$ cat src/rtl/receiver_i2c.sv
// receiver_i2c: I2C target that sits behind the transmitter_I2C master.
// It decodes START/STOP, matches a 7-bit address, and moves one 16-bit word per
// transfer (two bytes, MSB first).
//   clk, rst        system clock, synchronous active-high reset
//   SCL             bus clock from the master
//   SDA_OUT/SDA_OE  master SDA value and drive enable
//   SDA_IN          target SDA value (0 = pull low, 1 = release)
//   SDA_IN_ACK      high for the whole ACK slot when the target ACKs
//   RD_DATA/RD_STB  read word source and its capture strobe
//   WR_DATA/WR_VALID last written word and its update strobe
//   BUSY            transfer in progress (state != IDLE)
//
// state     | meaning
// IDLE      | bus idle, waiting for START
// ADDR      | shifting in the address byte
// ADDR_ACK  | driving ACK for the matched address
// WR_BYTE   | shifting in a write data byte
// WR_ACK    | driving ACK for a write data byte
// RD_BYTE   | presenting read data bits on SCL falls
// RD_ACK    | sampling the master's ACK/NACK
// WAIT_STOP | transfer done, SDA released until STOP/START
module receiver_i2c #(
  parameter logic [6:0] ADDR = 7'h2A
) (
  input  logic        clk,
  input  logic        rst,
  input  logic        SCL,
  input  logic        SDA_OUT,
  input  logic        SDA_OE,
  output logic        SDA_IN,
  output logic        SDA_IN_ACK,
  input  logic [15:0] RD_DATA,
  output logic [15:0] WR_DATA,
  output logic        WR_VALID,
  output logic        RD_STB,
  output logic        BUSY
);

  typedef enum logic [2:0] {
    S_IDLE, S_ADDR, S_ADDR_ACK, S_WR_BYTE, S_WR_ACK, S_RD_BYTE, S_RD_ACK, S_WAIT_STOP
  } state_t;

  state_t      state_q, state_d;
  logic        scl_q, sda_q;
  logic [15:0] sh_q, sh_d;
  logic [3:0]  bit_cnt_q, bit_cnt_d, bit_inc;
  logic [1:0]  byte_cnt_q, byte_cnt_d;
  logic        rnw_q, rnw_d;
  logic        ack_q, ack_d;           // 1 = ACK currently being driven
  logic        sda_in_q, sda_in_d;
  logic        sda_ack_q, sda_ack_d;
  logic [15:0] wr_data_q, wr_data_d;
  logic        wr_valid_q, wr_valid_d;
  logic        rd_stb_q, rd_stb_d;

  logic sda, scl_rise, scl_fall, start_c, stop_c;

  // The target's own drive is part of the bus value when the master releases SDA.
  assign sda      = SDA_OE ? SDA_OUT : sda_in_q;
  assign scl_rise = SCL & ~scl_q;
  assign scl_fall = ~SCL & scl_q;
  assign start_c  = scl_q & SCL & sda_q & ~sda;
  assign stop_c   = scl_q & SCL & ~sda_q & sda;
  assign bit_inc  = (bit_cnt_q == 4'd8) ? 4'd8 : bit_cnt_q + 4'd1;

  always_ff @(posedge clk) begin
    if (rst) begin
      state_q    <= S_IDLE;
      scl_q      <= 1'b1;
      sda_q      <= 1'b1;
      sh_q       <= '0;
      bit_cnt_q  <= '0;
      byte_cnt_q <= '0;
      rnw_q      <= 1'b0;
      ack_q      <= 1'b0;
      sda_in_q   <= 1'b1;
      sda_ack_q  <= 1'b0;
      wr_data_q  <= '0;
      wr_valid_q <= 1'b0;
      rd_stb_q   <= 1'b0;
    end else begin
      state_q    <= state_d;
      scl_q      <= SCL;
      sda_q      <= sda;
      sh_q       <= sh_d;
      bit_cnt_q  <= bit_cnt_d;
      byte_cnt_q <= byte_cnt_d;
      rnw_q      <= rnw_d;
      ack_q      <= ack_d;
      sda_in_q   <= sda_in_d;
      sda_ack_q  <= sda_ack_d;
      wr_data_q  <= wr_data_d;
      wr_valid_q <= wr_valid_d;
      rd_stb_q   <= rd_stb_d;
    end
  end

  always_comb begin
    state_d    = state_q;
    sh_d       = sh_q;
    bit_cnt_d  = bit_cnt_q;
    byte_cnt_d = byte_cnt_q;
    rnw_d      = rnw_q;
    ack_d      = ack_q;
    sda_in_d   = sda_in_q;
    sda_ack_d  = sda_ack_q;
    wr_data_d  = wr_data_q;
    wr_valid_d = 1'b0;
    rd_stb_d   = 1'b0;

    // START wins over any coincident SCL edge.
    if (start_c) begin
      state_d    = S_ADDR;
      bit_cnt_d  = '0;
      byte_cnt_d = '0;
      ack_d      = 1'b0;
      sda_in_d   = 1'b1;
      sda_ack_d  = 1'b0;
    end else if (stop_c && state_q != S_IDLE) begin
      state_d   = S_IDLE;
      ack_d     = 1'b0;
      sda_in_d  = 1'b1;
      sda_ack_d = 1'b0;
    end else begin
      unique case (state_q)
        S_IDLE: ;
        S_ADDR: if (scl_rise) begin
          sh_d      = {sh_q[14:0], sda};
          bit_cnt_d = bit_inc;
          if (bit_cnt_q == 4'd7) begin
            if (sh_d[7:1] == ADDR) begin
              state_d = S_ADDR_ACK;
              rnw_d   = sda;
              ack_d   = 1'b0;
            end else begin
              state_d = S_IDLE;
            end
          end
        end
        S_ADDR_ACK: if (scl_fall) begin
          if (!ack_q) begin
            ack_d     = 1'b1;
            sda_in_d  = 1'b0;
            sda_ack_d = 1'b1;
            if (rnw_q) begin
              sh_d     = RD_DATA;
              rd_stb_d = 1'b1;
            end
          end else begin
            ack_d     = 1'b0;
            sda_ack_d = 1'b0;
            if (rnw_q) begin
              // First read bit goes out on the same fall that ends the ACK slot.
              state_d   = S_RD_BYTE;
              sda_in_d  = sh_q[15];
              sh_d      = {sh_q[14:0], 1'b0};
              bit_cnt_d = 4'd1;
            end else begin
              state_d   = S_WR_BYTE;
              sda_in_d  = 1'b1;
              bit_cnt_d = '0;
            end
          end
        end
        S_WR_BYTE: if (scl_rise) begin
          sh_d      = {sh_q[14:0], sda};
          bit_cnt_d = bit_inc;
          if (bit_cnt_q == 4'd7) begin
            ack_d   = 1'b0;
            state_d = (byte_cnt_q == 2'd2) ? S_WAIT_STOP : S_WR_ACK;
          end
        end
        S_WR_ACK: if (scl_fall) begin
          if (!ack_q) begin
            ack_d      = 1'b1;
            sda_in_d   = 1'b0;
            sda_ack_d  = 1'b1;
            byte_cnt_d = byte_cnt_q + 2'd1;
            if (byte_cnt_q == 2'd1) begin
              wr_data_d  = sh_q;
              wr_valid_d = 1'b1;
            end
          end else begin
            ack_d     = 1'b0;
            sda_in_d  = 1'b1;
            sda_ack_d = 1'b0;
            bit_cnt_d = '0;
            state_d   = (byte_cnt_q == 2'd2) ? S_WAIT_STOP : S_WR_BYTE;
          end
        end
        S_RD_BYTE: if (scl_fall) begin
          if (bit_cnt_q < 4'd8) begin
            sda_in_d  = sh_q[15];
            sh_d      = {sh_q[14:0], 1'b0};
            bit_cnt_d = bit_inc;
          end else begin
            sda_in_d = 1'b1;
            state_d  = S_RD_ACK;
          end
        end
        S_RD_ACK: if (scl_rise) begin
          if (!sda && byte_cnt_q < 2'd1) begin
            byte_cnt_d = byte_cnt_q + 2'd1;
            bit_cnt_d  = '0;
            state_d    = S_RD_BYTE;
          end else begin
            state_d = S_WAIT_STOP;
          end
        end
        S_WAIT_STOP: sda_in_d = 1'b1;
        default: state_d = S_IDLE;
      endcase
    end
  end

  assign SDA_IN     = sda_in_q;
  assign SDA_IN_ACK = sda_ack_q;
  assign WR_DATA    = wr_data_q;
  assign WR_VALID   = wr_valid_q;
  assign RD_STB     = rd_stb_q;
  assign BUSY       = (state_q != S_IDLE);

endmodule

$ cat config.mk
export PLATFORM = sky130hd
export DESIGN_NAME = receiver_i2c
export DESIGN_NICKNAME = d
export VERILOG_FILES = /design/src/rtl/receiver_i2c.sv
export SDC_FILE = /design/constraint.sdc
export NUM_CORES = 1
export LEC_CHECK = 0
export ABC_AREA = 1
export BUFFER_PORTS_ARGS = -buffer_cell sky130_fd_sc_hd__buf_2
export CORE_ASPECT_RATIO = 1.2
export CORE_MARGIN = 2
export CORE_UTILIZATION = 48
export DETAILED_ROUTE_END_ITERATION = 8
export MAX_ROUTING_LAYER = met4
export PLACE_DENSITY = 0.72
export REMOVE_ABC_BUFFERS = 1
export SYNTH_ARGS = -nofsm -noshare
export SYNTH_HDL_FRONTEND = slang
export SYNTH_SLANG_ARGS = --single-unit
$ cat constraint.sdc
create_clock -name clk -period 4.6 [get_ports clk]
set_input_delay 0.23 -clock clk [delete_from_list [all_inputs] [get_ports clk]]
set_output_delay 0.23 -clock clk [all_outputs]
set_load 0.02 [all_outputs]
==> results of run 1 <==
-- critical path: stages (launching register included) --
cell and delay (ns):
dfxtp_1 0.59, inv_2 0.13, nand2_1 0.20, nand2_2 0.13, nor2_2 0.81, nand2_1 0.14, o21ai_0 0.12, nand3_1 0.09
a21oi_1 0.22
-- metal layers --
metal | vias to the layer above | part of all wire [%] | wire, um
met1 | 1099 | 45 | 2860
met2 | 70 | 49 | 3126
met5 | - | 0 | 0
met4 | 0 | 2.5 | 158
met3 | 15 | 4.3 | 277
li1 | 1319 | - | -
-- worst paths after layout --
check | start | slack (ns) | to | cells after the start
max | state_q[2] | 2.07 | sh_q[3] | 8
min | SCL | 0.20 | scl_q | 3
max reg2reg | state_q[2] | 2.07 | sh_q[3] | 8
min reg2reg | sh_q[7] | 0.47 | sh_q[7] | 2
-- flip-flops by register name, summed over array words and instances (netlist names) --
| name | count |
|---|---|
| sh_q | 16 |
| WR_DATA | 16 |
| state_q | 3 |
| rnw_q | 1 |
| WR_VALID | 1 |
| bit_cnt_q | 4 |
| SDA_IN_ACK | 1 |
| byte_cnt_q | 2 |
| scl_q | 1 |
| ack_q | 1 |
| sda_q | 1 |
| RD_STB | 1 |
| SDA_IN | 1 |
-- kinds of logic (layout without fill, tap and decap cells) --
logic type	after synthesis	count (layout)	synth area share, %
buffers and inverters	58	92	9.500
AOI/OAI and AO/OA	84	84	16.80
adders and majority gates	5	5	2.449
DFF	49	49	38.39
and+or+nand+nor	189	189	32.86
-- cells in the mapped netlist --
cell      number
nand2_1       90
dfxtp_1       49
nand3_1       44
a21oi_1       40
inv_1         37
nor2_1        35
o21ai_0       31
o21ai_1        8
inv_2          6
buf_2          5
buf_4          5
ha_1           5
nand4_1        5
nand2_2        4
a31oi_1        3
clkbuf_1       3
nor2_4         3
nor3_1         3
buf_1          2
nor2_2         2
a211oi_1       1
nand3_2        1
nor3_4         1
nor4_1         1
o211ai_1       1
-- cell type report --
type                            instances  area, sq um
Fill cell                             556         2381
Multi-Input combinational cell        278         1331
Sequential cell                        49        980.9
Timing Repair Buffer                   41        205.2
Inverter                               43        161.4
Tap cell                               62        77.57
Clock buffer                            6        72.57
Clock inverter                          2        15.01
-- metrics by stage --
step / power [mW] / utilization, % / worst slack [ns]
floorplan: 1.111 / - / 2.679
global placement: 1.286 / 52.75 / 2.280
detailed placement: 1.300 / 52.75 / 2.118
CTS: 1.560 / 54.43 / 2.044
global route: 1.689 / 54.43 / 1.747
finish: 1.553 / 54.43 / 2.073
-- power groups by stage --
stage | logic (mW) | clock network [mW] | registers (mW)
after floorplan | 0.544 | 0 | 0.567
after global placement | 0.705 | 0 | 0.581
after detailed placement | 0.717 | 0 | 0.583
after CTS | 0.721 | 0.265 | 0.574
after global routing | 0.820 | 0.281 | 0.589
final | 0.719 | 0.259 | 0.575
==> key figures, run 1 <==
STA
  – Final Hold Viols: 0
  – Peak Freq: 395.8 MHz
  – Setup_tns: 0 ns
  – Final min period: 2.527 ns
  – RSZ-0062 raised after global routing: false
  – Fin crit share: 54.93%
  – Worst-Margin Slew: 1.061 ns
  – Clock skew: 0.003889 ns
  – Hold_ws: 0.2027 ns
  – Setup-failing EPs final: 0
  – Final Max Tran Viols: 0
  – Max_slew headroom: 29.20%

Pwr
  – Leak: 1.274 nW
  – Cell Int Power: 824.6 uW
  – Pwr dens: 546.0 nW/um^2
  – Sw Ratio: 46.89%
  – Clock power share: 16.7%
  – NetSw: 728.2 uW
  – Flop pwr share: 37.0%
  – Combinational group share of total power: 46.3%
  – Worst VDD drop: 0.2679 mV

Finish
  – Fin area: 2844 sq um
  – Nets: 444
  – Number of diodes: 0
  – Area grow syn2layout: 11.31%
  – Proportion of layout cells with a drive suffix above 1: 15.51%
  – Most common cell after layout, fill and taps aside: nand2_1
  – Non-filler instance count after layout: 481
  – Most frequent cells in the layout: 90 x nand2_1, 49 x dfxtp_1, 44 x nand3_1

Clocking
  – H-tree depth: 2
  – Clk slew on worst S/H paths: 0.09 ns
  – Resize count post-CTS: 0
  – Clock Latency Late Sink: 0.30 ns
  – CTS sink count: 49
  – TritonCTS buffer count: 5
  – Cts hold-fix bufs: 0
  – Max clock buf depth: 2
  – CTS tree: built
  – Post-CTS Setup Bufs: 0
  – CTS root buf: clkbuf_8

Worst setup path
  – Crit end category: register
  – Worst setup SP type: register
  – Worst path required time: 4.82 ns
  – Worst-path fanout max: 31
  – Crit path arrival time: 2.75 ns
  – Kind of critical path: reg -> reg

Synthesis
  – Mapped Area: 2555 sq um
  – Yosys warns: 0
  – Yosys cell types: 25
  – Yosys top cell area share: 38.39%
  – Synth area leader: dfxtp_1
  – Seq cells post-synth: 49
  – Main area contributors after synthesis: dfxtp_1 38%, nand2_1 13%, nand3_1 8.6%
  – Syn Area/Cell: 6.636 sq um
  – Register area share after synthesis: 38.39%
  – Gate Count Post-Synth: 385

Run status
  – Run status: finished, final reports clean

Routing
  – Final wirelength: 6422 um
  – DRC viols: 0
  – 1st-pass router iterations: 6
  – Vias/cell: 5.204
  – Iter 0 DRT Violations: 219
  – Vias: 2503
  – Per-cell routed wire length: 13.35 um
  – Routed Antenna Nets: 0

GRT
  – GR met2 Demand/Resource: 38.42%
  – First-pass GRT wire length: 10810 um
  – Largest net degree at the start of global routing: 33
  – GR Util All Layers: 23.14%
  – Vias in the first global route: 2333
  – Met3 usage: 3.382%
  – Grt ovf: 0
  – GRT Max-Usage Layer: met2
  – Initial antenna violation count: 0
  – Met1 Resource Use GR: 28.41%

Die
  – Num rows: 29
  – Die area: 5925 sq um
  – Initial Utilization: 48.90%
  – Die X: 70.60 um
  – I/O pin cnt: 42
  – Core Area: 5225 sq um
  – Die H: 83.92 um

Place
  – Dpl cells: 473
  – Placed Area: 2756 sq um
  – HPWL Detailed: 4717 um
  – GPL Wtd Cong: 0.9248
  – IO Port Bufs: 41

Hold path
  – Worst min-delay path category: in -> reg

Job
  – Maxcap violations: 0
No activity file was read; power rests on OpenSTA's default activity.
==> inputs of run 2 (changes only) <==
==> constraint.sdc (replaced) <==
create_clock -name clk -period 2.4 [get_ports clk]
set_input_delay 0.12 -clock clk [delete_from_list [all_inputs] [get_ports clk]]
set_output_delay 0.12 -clock clk [all_outputs]
set_load 0.02 [all_outputs]
==> key figures, run 2 (synthesized netlist as in run 1, its figures left out) <==
STA
  – Peak Freq: 496.7 MHz (+25%)
  – Final setup margin: 0.3867 ns (-1.687 ns)
  – Setup_tns: 0 ns (unchanged)
  – Final Hold Viols: 0 (unchanged)
  – Clock skew: 0.004502 ns (+0.0006137 ns)
  – Max_slew headroom: 67.45% (+38 points)
  – RSZ-0062 raised after global routing: false
  – Final Max Tran Viols: 0 (unchanged)
  – Final min period: 2.013 ns (-0.5134 ns)
  – Setup-failing EPs final: 0 (unchanged)
  – Worst-Margin Slew: 0.4875 ns (-0.5733 ns)
  – Fin crit share: 83.89% (+29 points)

Clocking
  – CTS root buf: clkbuf_8
  – Max clock buf depth: 2 (unchanged)
  – H-tree depth: 2 (unchanged)
  – Cts hold-fix bufs: 0 (unchanged)
  – Post-CTS Setup Bufs: 0 (unchanged)
  – CTS tree: built
  – Clock Latency Late Sink: 0.31 ns (about the same)
  – Clk slew on worst S/H paths: 0.09 ns (about the same)
  – Resize count post-CTS: 0 (unchanged)
  – CTS sink count: 49 (unchanged)
  – TritonCTS buffer count: 5 (unchanged)

Pwr
  – Leak: 1.292 nW (+1.5%)
  – Worst VDD drop: 0.5305 mV (+98%)
  – Pwr Total: 3.024 mW (+95%)
  – Pwr dens: 1052 nW/um^2 (+93%)

Die
  – Die H: 83.92 um (unchanged)
  – Initial Utilization: 48.90% (unchanged)
  – Core Area: 5225 sq um (unchanged)
  – I/O pin cnt: 42 (unchanged)
  – Num rows: 29 (unchanged)
  – Die X: 70.60 um (unchanged)
  – Die area: 5925 sq um (unchanged)

Finish
  – Proportion of layout cells with a drive suffix above 1: 16.31% (+0.80 points)
  – Seq. cell area: 980.9 sq um (unchanged)
  – Filler instances: 542 (-2.5%)
  – Area grow syn2layout: 12.49%
  – Nets: 448 (+0.90%)
  – Most common cell after layout, fill and taps aside: nand2_1
  – Most frequent cells in the layout: 90 x nand2_1, 49 x dfxtp_1, 44 x nand3_1
  – Number of diodes: 0 (unchanged)
  – Area of the multi-input gates: 1331 sq um (unchanged)

Routing
  – Vias/cell: 5.348 (+2.8%)
  – 1st-pass router iterations: 4 (-2)
  – DRC viols: 0 (unchanged)
  – Per-cell routed wire length: 13.44 um (+0.66%)
  – Vias: 2594 (+3.6%)
  – Iter 0 DRT Violations: 204 (-6.8%)
  – Final wirelength: 6518 um (+1.5%)
  – Routed Antenna Nets: 0 (unchanged)

GRT
  – Vias in the first global route: 2457 (+5.3%)
  – First-pass GRT wire length: 11030 um (+2.0%)
  – Initial antenna violation count: 0 (unchanged)
  – GR Util All Layers: 23.60% (+0.46 points)
  – Grt ovf: 0 (unchanged)
  – Largest net degree at the start of global routing: 33 (unchanged)

Hold path
  – Hold Path Depth: 3 (unchanged)
  – WHS Endpoint: scl_q
  – Hold path startpoint: SCL
  – Worst min-delay path category: in -> reg

Worst setup path
  – CP top delay family: flip-flops
  – Reg2reg path depth: 9 (+1)
  – Crit path arrival time: 2.25 ns (-0.50 ns)
  – Buf/Inv on CP: 2 (+1)
  – Worst path max stage delay: 0.64 ns (-0.17 ns)
  – Worst path required time: 2.64 ns (-2.18 ns)
  – Worst setup SP type: register
  – Crit end category: register
  – Crit path cell chain: inv_2 -> nand2_1 -> nand2_2 -> nor2_2 -> buf_4 -> nand2_1 -> o21ai_1 -> nand3_1 -> a21oi_1
  – Worst flop-to-flop path startpoint: state_q[2]
  – R2R setup slack: 0.39 ns (-1.69 ns)
  – Most common cell on crit path: nand2_1
  – Slowest CP cell: dfxtp_1
  – Kind of critical path: reg -> reg
  – Reg2reg end: sh_q[15]
  – Worst-path fanout max: 31 (unchanged)

Place
  – Pre-CTS setup slack: 0.4230 ns (-1.695 ns)
  – GPL Wtd Cong: 0.9435 (+2.0%)
  – IO Port Bufs: 41 (unchanged)
  – HPWL Detailed: 4896 um (+3.8%)

Run status
  – Run status: finished, final reports clean

Job
  – Maxcap violations: 0 (unchanged)
-- run 2: tightest hold or removal path: stages --
cell and delay, ns:
buf_2 0.13, inv_1 0.07, nand2_1 0.05
-- run 2: per-layer routing --
metal  part of all wire (%)  vias up  wire (um)  GRT usage (%)
met4                    4.0        0        262          12.35
met5                      0        -          0              -
met3                    4.4       17        287          3.623
met1                     43     1171       2797          28.79
li1                       -     1331          -              -
met2                     49       75       3170          37.48
-- run 2: cell type report --
type / instances / area share [%]
inverter: 43 / 5.616
clock inverter: 2 / 0.5224
clock buffer: 6 / 2.525
tap: 62 / 2.699
timing repair buffer: 45 / 8.185
sequential: 49 / 34.13
multi-input combinational: 278 / 46.32
-- run 2: how the worst max path moves through the flow --
stage	startpoint	end	slack, ns	cells after the start
after global placement	state_q[2]	sh_q[0]	0.42	9
after global routing	state_q[2]	sh_q[4]	0.17	9
after CTS	state_q[2]	sh_q[15]	0.40	9
after detailed placement	state_q[2]	sh_q[15]	0.42	9
after floorplan	state_q[2]	sh_q[12]	0.48	8
final	state_q[2]	sh_q[15]	0.39	9
-- run 2: report_power, final --
part / leakage, nW / switching [mW] / internal, mW / total [mW]
combinational: 0.858 / 0.967 / 0.452 / 1.42
clock: 0.0374 / 0.296 / 0.206 / 0.502
sequential: 0.397 / 0.145 / 0.958 / 1.10
-- run 2: through the flow --
step           cell area (sq um)  cells  util, %  hold WS (ns)
6_report                    2874    485    55.00       0.08854
5_1_grt                     2874    485    55.00       0.09463
4_1_cts                     2874    485    55.00       0.08541
3_5_place_dp                2786    477    53.33        0.4015
3_3_place_gp                2786    477    53.33        0.3942
2_1_floorplan               2474    370        -        0.1891
==> inputs of run 3 (changes only) <==
==> constraint.sdc (replaced) <==
create_clock -name clk -period 2 [get_ports clk]
set_input_delay 0.1 -clock clk [delete_from_list [all_inputs] [get_ports clk]]
set_output_delay 0.1 -clock clk [all_outputs]
set_load 0.02 [all_outputs]
==> key figures, run 3 (synthesized netlist as in run 1, its figures left out) <==
Finish
  – Proportion of layout cells with a drive suffix above 1: 17.10% (+0.78 points)
  – Core Util, Final: 56.75% (+1.7 points)
  – Nets: 452 (+0.89%)
  – Most common cell after layout, fill and taps aside: nand2_1
  – Area grow syn2layout: 16.06%
  – Most frequent cells in the layout: 90 x nand2_1, 49 x dfxtp_1, 44 x nand3_1
  – Number of diodes: 0 (unchanged)

Die
  – Die H: 83.92 um (unchanged)
  – Die X: 70.60 um (unchanged)
  – Core Area: 5225 sq um (unchanged)
  – I/O pin cnt: 42 (unchanged)
  – Num rows: 29 (unchanged)
  – Initial Utilization: 48.90% (unchanged)
  – Die area: 5925 sq um (unchanged)

Worst setup path
  – Slowest CP cell: dfxtp_1
  – Worst flop-to-flop path startpoint: state_q[0]
  – Crit end category: register
  – Worst-path fanout max: 9 (-71%)
  – Worst path required time: 2.22 ns (-0.42 ns)
  – CP startpoint: state_q[0]
  – Reg2reg path depth: 9 (unchanged)
  – Kind of critical path: reg -> reg
  – Worst setup SP type: register
  – Crit path cell chain: buf_4 -> nand2_1 -> nor2_1 -> a21oi_1 -> nand2_1 -> nor2_1 -> nand3_1 -> nand2_1 -> nor2_1
  – Worst path max stage delay: 0.34 ns (-0.30 ns)
  – Buf/Inv on CP: 1 (-1)
  – Worst path depth: 9 (unchanged)
  – Crit path arrival time: 1.98 ns (-0.27 ns)
  – CP top delay family: simple AND/OR/NAND/NOR gates

Run status
  – Run status: finished, final reports clean

Clocking
  – Cts hold-fix bufs: 0 (unchanged)
  – H-tree depth: 2 (unchanged)
  – Resize count post-CTS: 0 (unchanged)
  – Max clock buf depth: 2 (unchanged)
  – Post-CTS Setup Bufs: 0 (unchanged)
  – CTS tree: built
  – Clk slew on worst S/H paths: 0.09 ns (about the same)
  – CTS root buf: clkbuf_8
  – CTS sink count: 49 (unchanged)
  – Clock Latency Late Sink: 0.31 ns (about the same)
  – TritonCTS buffer count: 5 (unchanged)

Place
  – GPL Wtd Cong: 0.9277 (-1.7%)
  – HPWL Detailed: 5005 um (+2.2%)
  – IO Port Bufs: 41 (unchanged)

GRT
  – First-pass GRT wire length: 11450 um (+3.9%)
  – Largest net degree at the start of global routing: 33 (unchanged)
  – Grt ovf: 0 (unchanged)
  – GR Util All Layers: 24.56% (+0.96 points)
  – Vias in the first global route: 2412 (-1.8%)
  – Initial antenna violation count: 0 (unchanged)

Routing
  – Iter 0 DRT Violations: 134 (-34%)
  – Vias: 2586 (-0.31%)
  – Routed Antenna Nets: 0 (unchanged)
  – Final wirelength: 6621 um (+1.6%)
  – 1st-pass router iterations: 4 (unchanged)
  – DRC viols: 0 (unchanged)
  – Per-cell routed wire length: 13.54 um (+0.75%)
  – Vias/cell: 5.288 (-1.1%)

STA
  – Max_slew headroom: 76.99% (+9.5 points)
  – RSZ-0062 raised after global routing: false
  – Setup_tns: 0 ns (unchanged)
  – Hold_ws: 0.06257 ns (-0.02596 ns)
  – Final min period: 1.764 ns (-0.2498 ns)
  – Setup-failing EPs final: 0 (unchanged)
  – Peak Freq: 567.1 MHz (+14%)
  – Final Hold Viols: 0 (unchanged)
  – Final Max Tran Viols: 0 (unchanged)
  – Fin crit share: 88.18% (+4.3 points)
  – Clock skew: 0.007729 ns (+0.003226 ns)
  – Worst-Margin Slew: 0.3451 ns (-0.1424 ns)

Hold path
  – Hold path startpoint: rst
  – Worst min-delay path category: in -> reg
  – Hold Path Depth: 2 (-1)

Pwr
  – Pwr dens: 1296 nW/um^2 (+23%)
  – Leak: 1.346 nW (+4.1%)
  – Worst VDD drop: 0.7300 mV (+38%)

Job
  – Maxcap violations: 0 (unchanged)
run 3: changes by cell type in the layout (fill, tap and decap cells not counted), sizes merged:
cell	before	now
buf	45	49
clkinvlp	2	0
bufinv	0	1
clkinv	0	1
run 3: area by class of cell:
type	count	area [sq um]
fillers	535	2260
multi-input cells	278	1331
flip-flops and latches	49	980.9
repair buffers	49	302.8
inverters	43	161.4
well taps	62	77.57
clock buffers	6	72.57
clock inverters	2	38.79
run 3: path summary, 6_finish.rpt:
| path | to | slack (ns) |
|---|---|---|
| worst min-delay path | sh_q[0] | 0.06 |
| worst min register to register | sh_q[10] | 0.47 |
| worst max register to register | bit_cnt_q[0] | 0.24 |
| worst max-delay path | bit_cnt_q[0] | 0.24 |
run 3: routing by layer:
metal / global-route usage [%] / routed length, um
met1: 28.78 / 2902
met2: 41.77 / 3259
met5: - / 0
met3: 3.744 / 266
met4: 10.12 / 193
run 3: stage by stage:
step | power [mW] | area, sq um | instances | setup WS (ns)
final | 3.844 | 2965 | 489 | 0.2365
after global routing | 4.176 | 2965 | 489 | 0.09165
after CTS | 3.855 | 2965 | 489 | 0.2726
after detailed placement | 3.129 | 2854 | 481 | 0.3096
after global placement | 3.122 | 2854 | 481 | 0.2720
after floorplan | 2.556 | 2474 | 370 | 0.07916
run 3: where the power goes:
part           switching, mW  leakage, nW  internal, mW
Combinational           1.21        0.893         0.612
Clock                  0.345       0.0554         0.376
Sequential             0.150        0.397          1.15
